<file path="config.mk">
export PLATFORM = sky130hd
export DESIGN_NAME = mem_arbiter
export DESIGN_NICKNAME = d
export VERILOG_FILES = /design/src/rtl/mem_arbiter_pkg.sv /design/src/rtl/mem_arb_pick.sv /design/src/rtl/mem_arbiter.sv
export SDC_FILE = /design/constraint.sdc
export NUM_CORES = 1
export LEC_CHECK = 0
export BUFFER_PORTS_ARGS = -buffer_cell sky130_fd_sc_hd__clkbuf_2
export CORE_AREA = 4 4 95 97
export CTS_CLUSTER_SIZE = 14
export DETAILED_ROUTE_END_ITERATION = 16
export DIE_AREA = 0 0 99 101
export GPL_TIMING_DRIVEN = 0
export PLACE_DENSITY = 0.68
export SLEW_MARGIN = 25
export SYNTH_ARGS = -nofsm -noshare
export SYNTH_HDL_FRONTEND = slang
export SYNTH_SLANG_ARGS = --single-unit
</file>
<file path="constraint.sdc">
create_clock -name clk -period 1.7 [get_ports clk]
set_clock_uncertainty 0.05 [all_clocks]
set_input_delay 0.085 -clock clk [delete_from_list [all_inputs] [get_ports clk]]
set_output_delay 0.085 -clock clk [all_outputs]
set_load 0.01 [all_outputs]
</file>
<file path="src/rtl/mem_arbiter_pkg.sv">
// Shared types and defaults for the two-port (data/fetch) single-RAM arbiter.
// The tie-break policy is selected by MEM_ARB_ROUND_ROBIN_EN (see mem_arb_pick).
package mem_arbiter_pkg;

    localparam int MEM_ARB_ADDR_W = 10;
    localparam int MEM_ARB_DATA_W = 32;

    typedef enum logic [1:0] {
        IDLE   = 2'd0,
        ACCESS = 2'd1,
        RESP   = 2'd2
    } arb_state_t;

    typedef enum logic {
        OWN_D = 1'b0,
        OWN_F = 1'b1
    } owner_t;

endpackage

</file>
<file path="src/rtl/mem_arb_pick.sv">
// Combinational winner selection between the data and fetch ports.
// MEM_ARB_ROUND_ROBIN_EN: ties go to the port not served last; otherwise data always wins.
module mem_arb_pick
    import mem_arbiter_pkg::*;
(
    input  logic   d_req,
    input  logic   f_req,
    input  owner_t last_served,
    output owner_t winner
);

`ifdef MEM_ARB_ROUND_ROBIN_EN
    always_comb begin
        winner = OWN_D;
        if (d_req && f_req) begin
            winner = (last_served == OWN_D) ? OWN_F : OWN_D;
        end else if (f_req) begin
            winner = OWN_F;
        end
    end
`else
    // Fixed priority: fetch only wins when the data port is quiet.
    always_comb begin
        winner = OWN_D;
        if (!d_req && f_req) begin
            winner = OWN_F;
        end
    end

    logic unused_last_served;
    assign unused_last_served = last_served;
`endif

endmodule

</file>
<file path="src/rtl/mem_arbiter.sv">
// Arbitrates a data (MEM-stage) port and an instruction-fetch port onto one
// synchronous RAM; 2 cycles per transaction. Tie-break set by MEM_ARB_ROUND_ROBIN_EN.
module mem_arbiter
    import mem_arbiter_pkg::*;
#(
    parameter int ADDR_W = MEM_ARB_ADDR_W,
    parameter int DATA_W = MEM_ARB_DATA_W
) (
    input  logic              clk,
    input  logic              reset,

    input  logic              d_req,
    input  logic              d_we,
    input  logic [31:0]       d_addr,
    input  logic [31:0]       d_wdata,
    output logic              d_gnt,
    output logic              d_rvalid,
    output logic [DATA_W-1:0] d_rdata,

    input  logic              f_req,
    input  logic [31:0]       f_addr,
    output logic              f_gnt,
    output logic              f_rvalid,
    output logic [DATA_W-1:0] f_rdata,

    input  logic              flush,

    output logic              ram_en,
    output logic              ram_we,
    output logic [ADDR_W-1:0] ram_addr,
    output logic [DATA_W-1:0] ram_wdata,
    input  logic [DATA_W-1:0] ram_rdata
);

    arb_state_t        state_q, state_d;
    owner_t            owner_q, last_q, winner;
    logic              we_q;
    logic [ADDR_W-1:0] addr_q;
    logic [DATA_W-1:0] wdata_q;
    logic              flushed_q;

    logic any_req, take, in_access, in_resp, own_f;

    assign any_req   = d_req | f_req;
    assign take      = any_req && ((state_q == IDLE) || (state_q == RESP));
    assign in_access = (state_q == ACCESS);
    assign in_resp   = (state_q == RESP);
    assign own_f     = (owner_q == OWN_F);

    mem_arb_pick u_pick (
        .d_req       (d_req),
        .f_req       (f_req),
        .last_served (last_q),
        .winner      (winner)
    );

    // NOTE: sequential state uses non-blocking assignments so every register
    // samples pre-edge values, independent of block ordering.
    always_ff @(posedge clk or negedge reset) begin
        if (!reset) begin
            state_q <= IDLE;
        end else begin
            state_q <= state_d;
        end
    end

    // NOTE: every combinational output gets a default first, so no path can
    // leave it unassigned and infer a latch.
    always_comb begin
        state_d = state_q;
        unique case (state_q)
            IDLE:    if (any_req) state_d = ACCESS;
            ACCESS:  state_d = RESP;
            RESP:    state_d = any_req ? ACCESS : IDLE;
            default: state_d = IDLE;
        endcase
    end

    // Payload is captured only at arbitration; requesters hold it until gnt.
    always_ff @(posedge clk or negedge reset) begin
        if (!reset) begin
            owner_q <= OWN_D;
            last_q  <= OWN_F;
            we_q    <= 1'b0;
            addr_q  <= '0;
            wdata_q <= '0;
        end else if (take) begin
            owner_q <= winner;
            last_q  <= winner;
            if (winner == OWN_D) begin
                we_q    <= d_we;
                addr_q  <= d_addr[ADDR_W+1:2];
                wdata_q <= DATA_W'(d_wdata);
            end else begin
                we_q    <= 1'b0;
                addr_q  <= f_addr[ADDR_W+1:2];
                wdata_q <= '0;
            end
        end
    end

    // A flush seen during ACCESS is remembered so the response a cycle later is dropped.
    always_ff @(posedge clk or negedge reset) begin
        if (!reset) begin
            flushed_q <= 1'b0;
        end else if (take) begin
            flushed_q <= 1'b0;
        end else if ((in_access || in_resp) && own_f && flush) begin
            flushed_q <= 1'b1;
        end
    end

    always_comb begin
        ram_en    = in_access;
        ram_we    = in_access && !own_f && we_q;
        ram_addr  = addr_q;
        ram_wdata = wdata_q;

        d_gnt     = in_access && !own_f;
        f_gnt     = in_access && own_f;
        d_rvalid  = in_resp && !own_f;
        f_rvalid  = in_resp && own_f && !flushed_q && !flush;

        d_rdata   = d_rvalid ? ram_rdata : '0;
        f_rdata   = f_rvalid ? ram_rdata : '0;
    end

    // Byte-offset and out-of-range address bits are intentionally dropped.
    logic unused_addr_bits;
    assign unused_addr_bits = ^{d_addr[31:ADDR_W+2], d_addr[1:0],
                                f_addr[31:ADDR_W+2], f_addr[1:0]};

endmodule

</file>
==> flow_metrics.py <==
metrics = {
    "die": {
        "io_pins": 246,
        "dieWidth_um": 99,
        "core_mm2": 0.008134,
        "chipHeight_um": 101,
        "start_util": 0.2941,
        "num_rows": 33,
        "die-area_mm2": 0.009999,
    },
    "drt": {
        "drt_iter0_drc": 70,
        "dr.pass1.iters": 4,
        "vias": 2624,
        "drt_wl_total_um": 8644,
        "via_per_inst": 4.556,
        "ant_nets": 0,
        "wl_per_cell_um": 15.01,
        "route.detailed.drc": 0,
    },
    "critical_path": {
        "worst_path_max_delay_cell": "dfrtp_1",
        "path_cells": "inv_2 -> ha_4 -> nor4b_4 -> buf_4 -> buf_6 -> and2_4 -> buf_6",
        "cp_data_arrival_time_ns": 1.63,
        "crit_path_frequent_cell": "buf_6",
        "worst_setup_path_end_kind": "output pin",
        "start_kind": "flip-flop",
        "reg2reg_slack_ns": 0.12,
        "r2r-start": "state_q[0]",
        "path_class": "reg2out",
        "r2r_cells": 6,
        "r2r_end": "ram_wdata[23]",
        "slowest_delay_ns": 0.40,
        "cp.required_ns": 1.56,
        "cp_max_fo": 5,
    },
    "synth": {
        "syn_inst": 219,
        "synth_top_area_frac": 0.4916,
        "ys_seq_area_frac": 0.4916,
        "yosysTopAreaCell": "dfrtp_1",
        "ys_warn_count": 0,
        "synth.distinct_cells": 23,
        "netlist_top_cells_area": "dfrtp_1 49%, and2_1 14%, a22o_1 12%",
        "syn-num-nets": 359,
        "syn_area_per_cell_um2": 10.92,
        "ys_ff_latch": 47,
        "synth_area_mm2": 0.002392,
    },
    "placement": {
        "dp_hpwl_um": 5984,
        "gp_congestion": 0.7492,
        "portBuffers": 200,
        "post_dp_cell_area_mm2": 0.003527,
    },
    "status": {
        "outcome": "finished, violations left",
        "violations": "setup timing",
    },
    "timing": {
        "setup_ws_ns": -0.06611,
        "hold_viol_final": 0,
        "fmax_mhz": 566.2,
        "max-slew-margin-rel": 0.5825,
        "rsz0062_at_grt": "true",
        "hold_ws_ns": 0.03074,
        "setup_viol_count_final": 53,
        "period_minus_slack_ns": 1.766,
        "finalCritPeriodShare": 1.039,
        "worst_pin_slew_ns": 0.6262,
        "finalMaxSlewViolations": 0,
    },
    "global_routing": {
        "grt_pass1_vias": 2707,
        "grt_max_degree": 48,
        "overflow": 0,
        "grt_usage": 0.1574,
        "antenna_found_initial": 0,
        "grt_pass1_wl_um": 12870,
    },
    "layout": {
        "fin_area_mm2": 0.004402,
        "n_antenna_cell": 0,
        "final_common_cell": "clkbuf_2",
        "final_cell_mix": "165 x clkbuf_2, 46 x dfrtp_1, 35 x and2_4",
        "finalNetCount": 610,
        "synthToLayoutAreaGrowth_pct": 84.00,
        "drive_gt1_frac": 0.6030,
        "final_util": 0.5411,
    },
    "power_and_ir_drop": {
        "p_leak_nw": 2.410,
        "power-per-cell-area_mw_per_mm2": 1304,
        "power_w": 0.005739,
        "peakVddDrop_mv": 0.7829,
    },
    "run": {
        "maxCapViolCount": 0,
    },
    "worst_hold_path": {
        "whs_endpoint": "ram_addr[3]",
        "hp-start": "f_addr[5]",
        "hold_depth": 3,
        "hold_class": "in2reg",
    },
    "clock_network": {
        "cts_max_level": 2,
        "clock_latency_ns": 0.29,
        "cts_root_buffer": "clkbuf_8",
        "clk_pin_slew_ns": 0.08,
        "cts_tree": "built",
        "numCtsBuffers": 5,
        "cts.sinks": 47,
        "clock_path_buffers": 2,
    },
}
metal layers:
metal  global-route usage  vias to the layer above  wire length [um]
met1               0.1728                     1230              3212
met3              0.04637                       17               749
met5                    0                        -                 0
met4              0.04307                        0               186
met2               0.2939                      131              4495
li1                     -                     1246                 -
flip-flops by register name, indices dropped and copies added, names as in the netlist:
register   flops
ram_addr      10
flushed_q      1
we_q           1
ram_wdata     32
state_q        2
own_f          1
cell families (layout without fill, tap and decap cells):
group	Yosys count	in the layout	synth area share
adder cells (fa/ha/maj)	6	6	0.03138
flip-flops	47	47	0.4916
multiplexers	11	11	0.04655
AO/OA/AOI/OAI	49	50	0.1606
AND/OR/NAND/NOR	84	84	0.2207
buffers and inverters	22	273	0.04916
synthesized netlist by cell type:
cell type and instances:
nor4b_4 1, buf_6 3, o22ai_2 1, mux2i_1 10, ha_1 6, and2b_2 2
buf_2 10, clkbuf_1 4, mux2_2 1, nor2_1 2, o21ai_0 11, nand2_1 12
o221ai_1 1, dfrtp_1 47, and2_2 13, and2_1 53, inv_1 4, a21oi_1 1
a31oi_1 1, nand3_1 1, o21a_1 1, inv_2 1, a22o_1 33
worst max-delay path by stage:
stage | start | cells after the start | end
2_1_floorplan | state_q[0] | 6 | ram_wdata[0]
3_3_place_gp | state_q[0] | 6 | ram_wdata[4]
3_5_place_dp | state_q[0] | 6 | ram_wdata[10]
4_1_cts | state_q[0] | 7 | f_rdata[27]
5_1_grt | state_q[0] | 7 | f_rdata[18]
6_report | state_q[0] | 7 | f_rdata[2]
worst max-delay path: cells and delay by family, from the launching register on:
kind / cells / cell delay (ns)
adders and majority gates: 1 / 0.12
and+or+nand+nor: 2 / 0.33
DFF: 1 / 0.40
buffers and inverters: 4 / 0.49
metrics by stage:
stage	setup slack (ns)	cells	TNS, ns
2_1_floorplan	0.1396	219	0
3_3_place_gp	-0.1194	524	-2.774
6_report	-0.06611	576	-2.150
3_5_place_dp	-0.1660	524	-4.528
5_1_grt	-0.1539	576	-6.651
4_1_cts	-0.06815	573	-2.311
report_power, final:
| part | switching (W) | total (W) | internal [W] |
|---|---|---|---|
| Sequential | 0.000298 | 0.00191 | 0.00161 |
| Clock | 0.000371 | 0.000659 | 0.000288 |
| Combinational | 0.00158 | 0.00317 | 0.00159 |
| Total | 0.00224 | 0.00574 | 0.00350 |
layout make-up:
type	instances	area (um^2)
timing repair buffer	244	1608
tap	105	131.4
sequential	47	1177
multi-input combinational	151	1239
buffer	16	142.6
fill	734	3732
clock inverter	2	12.51
inverter	5	18.77
clock buffer	6	72.57
what timing repair did:
item	4_1_cts	5_1_grt
setup buffers	6	0
endpoints found under the hold margin	80	0
resized for setup	41	92
pin swaps	18	20
setup endpoints to repair	107	103
hold buffers	34	0
cloned	2	3
No activity file was read; power rests on OpenSTA's default activity.
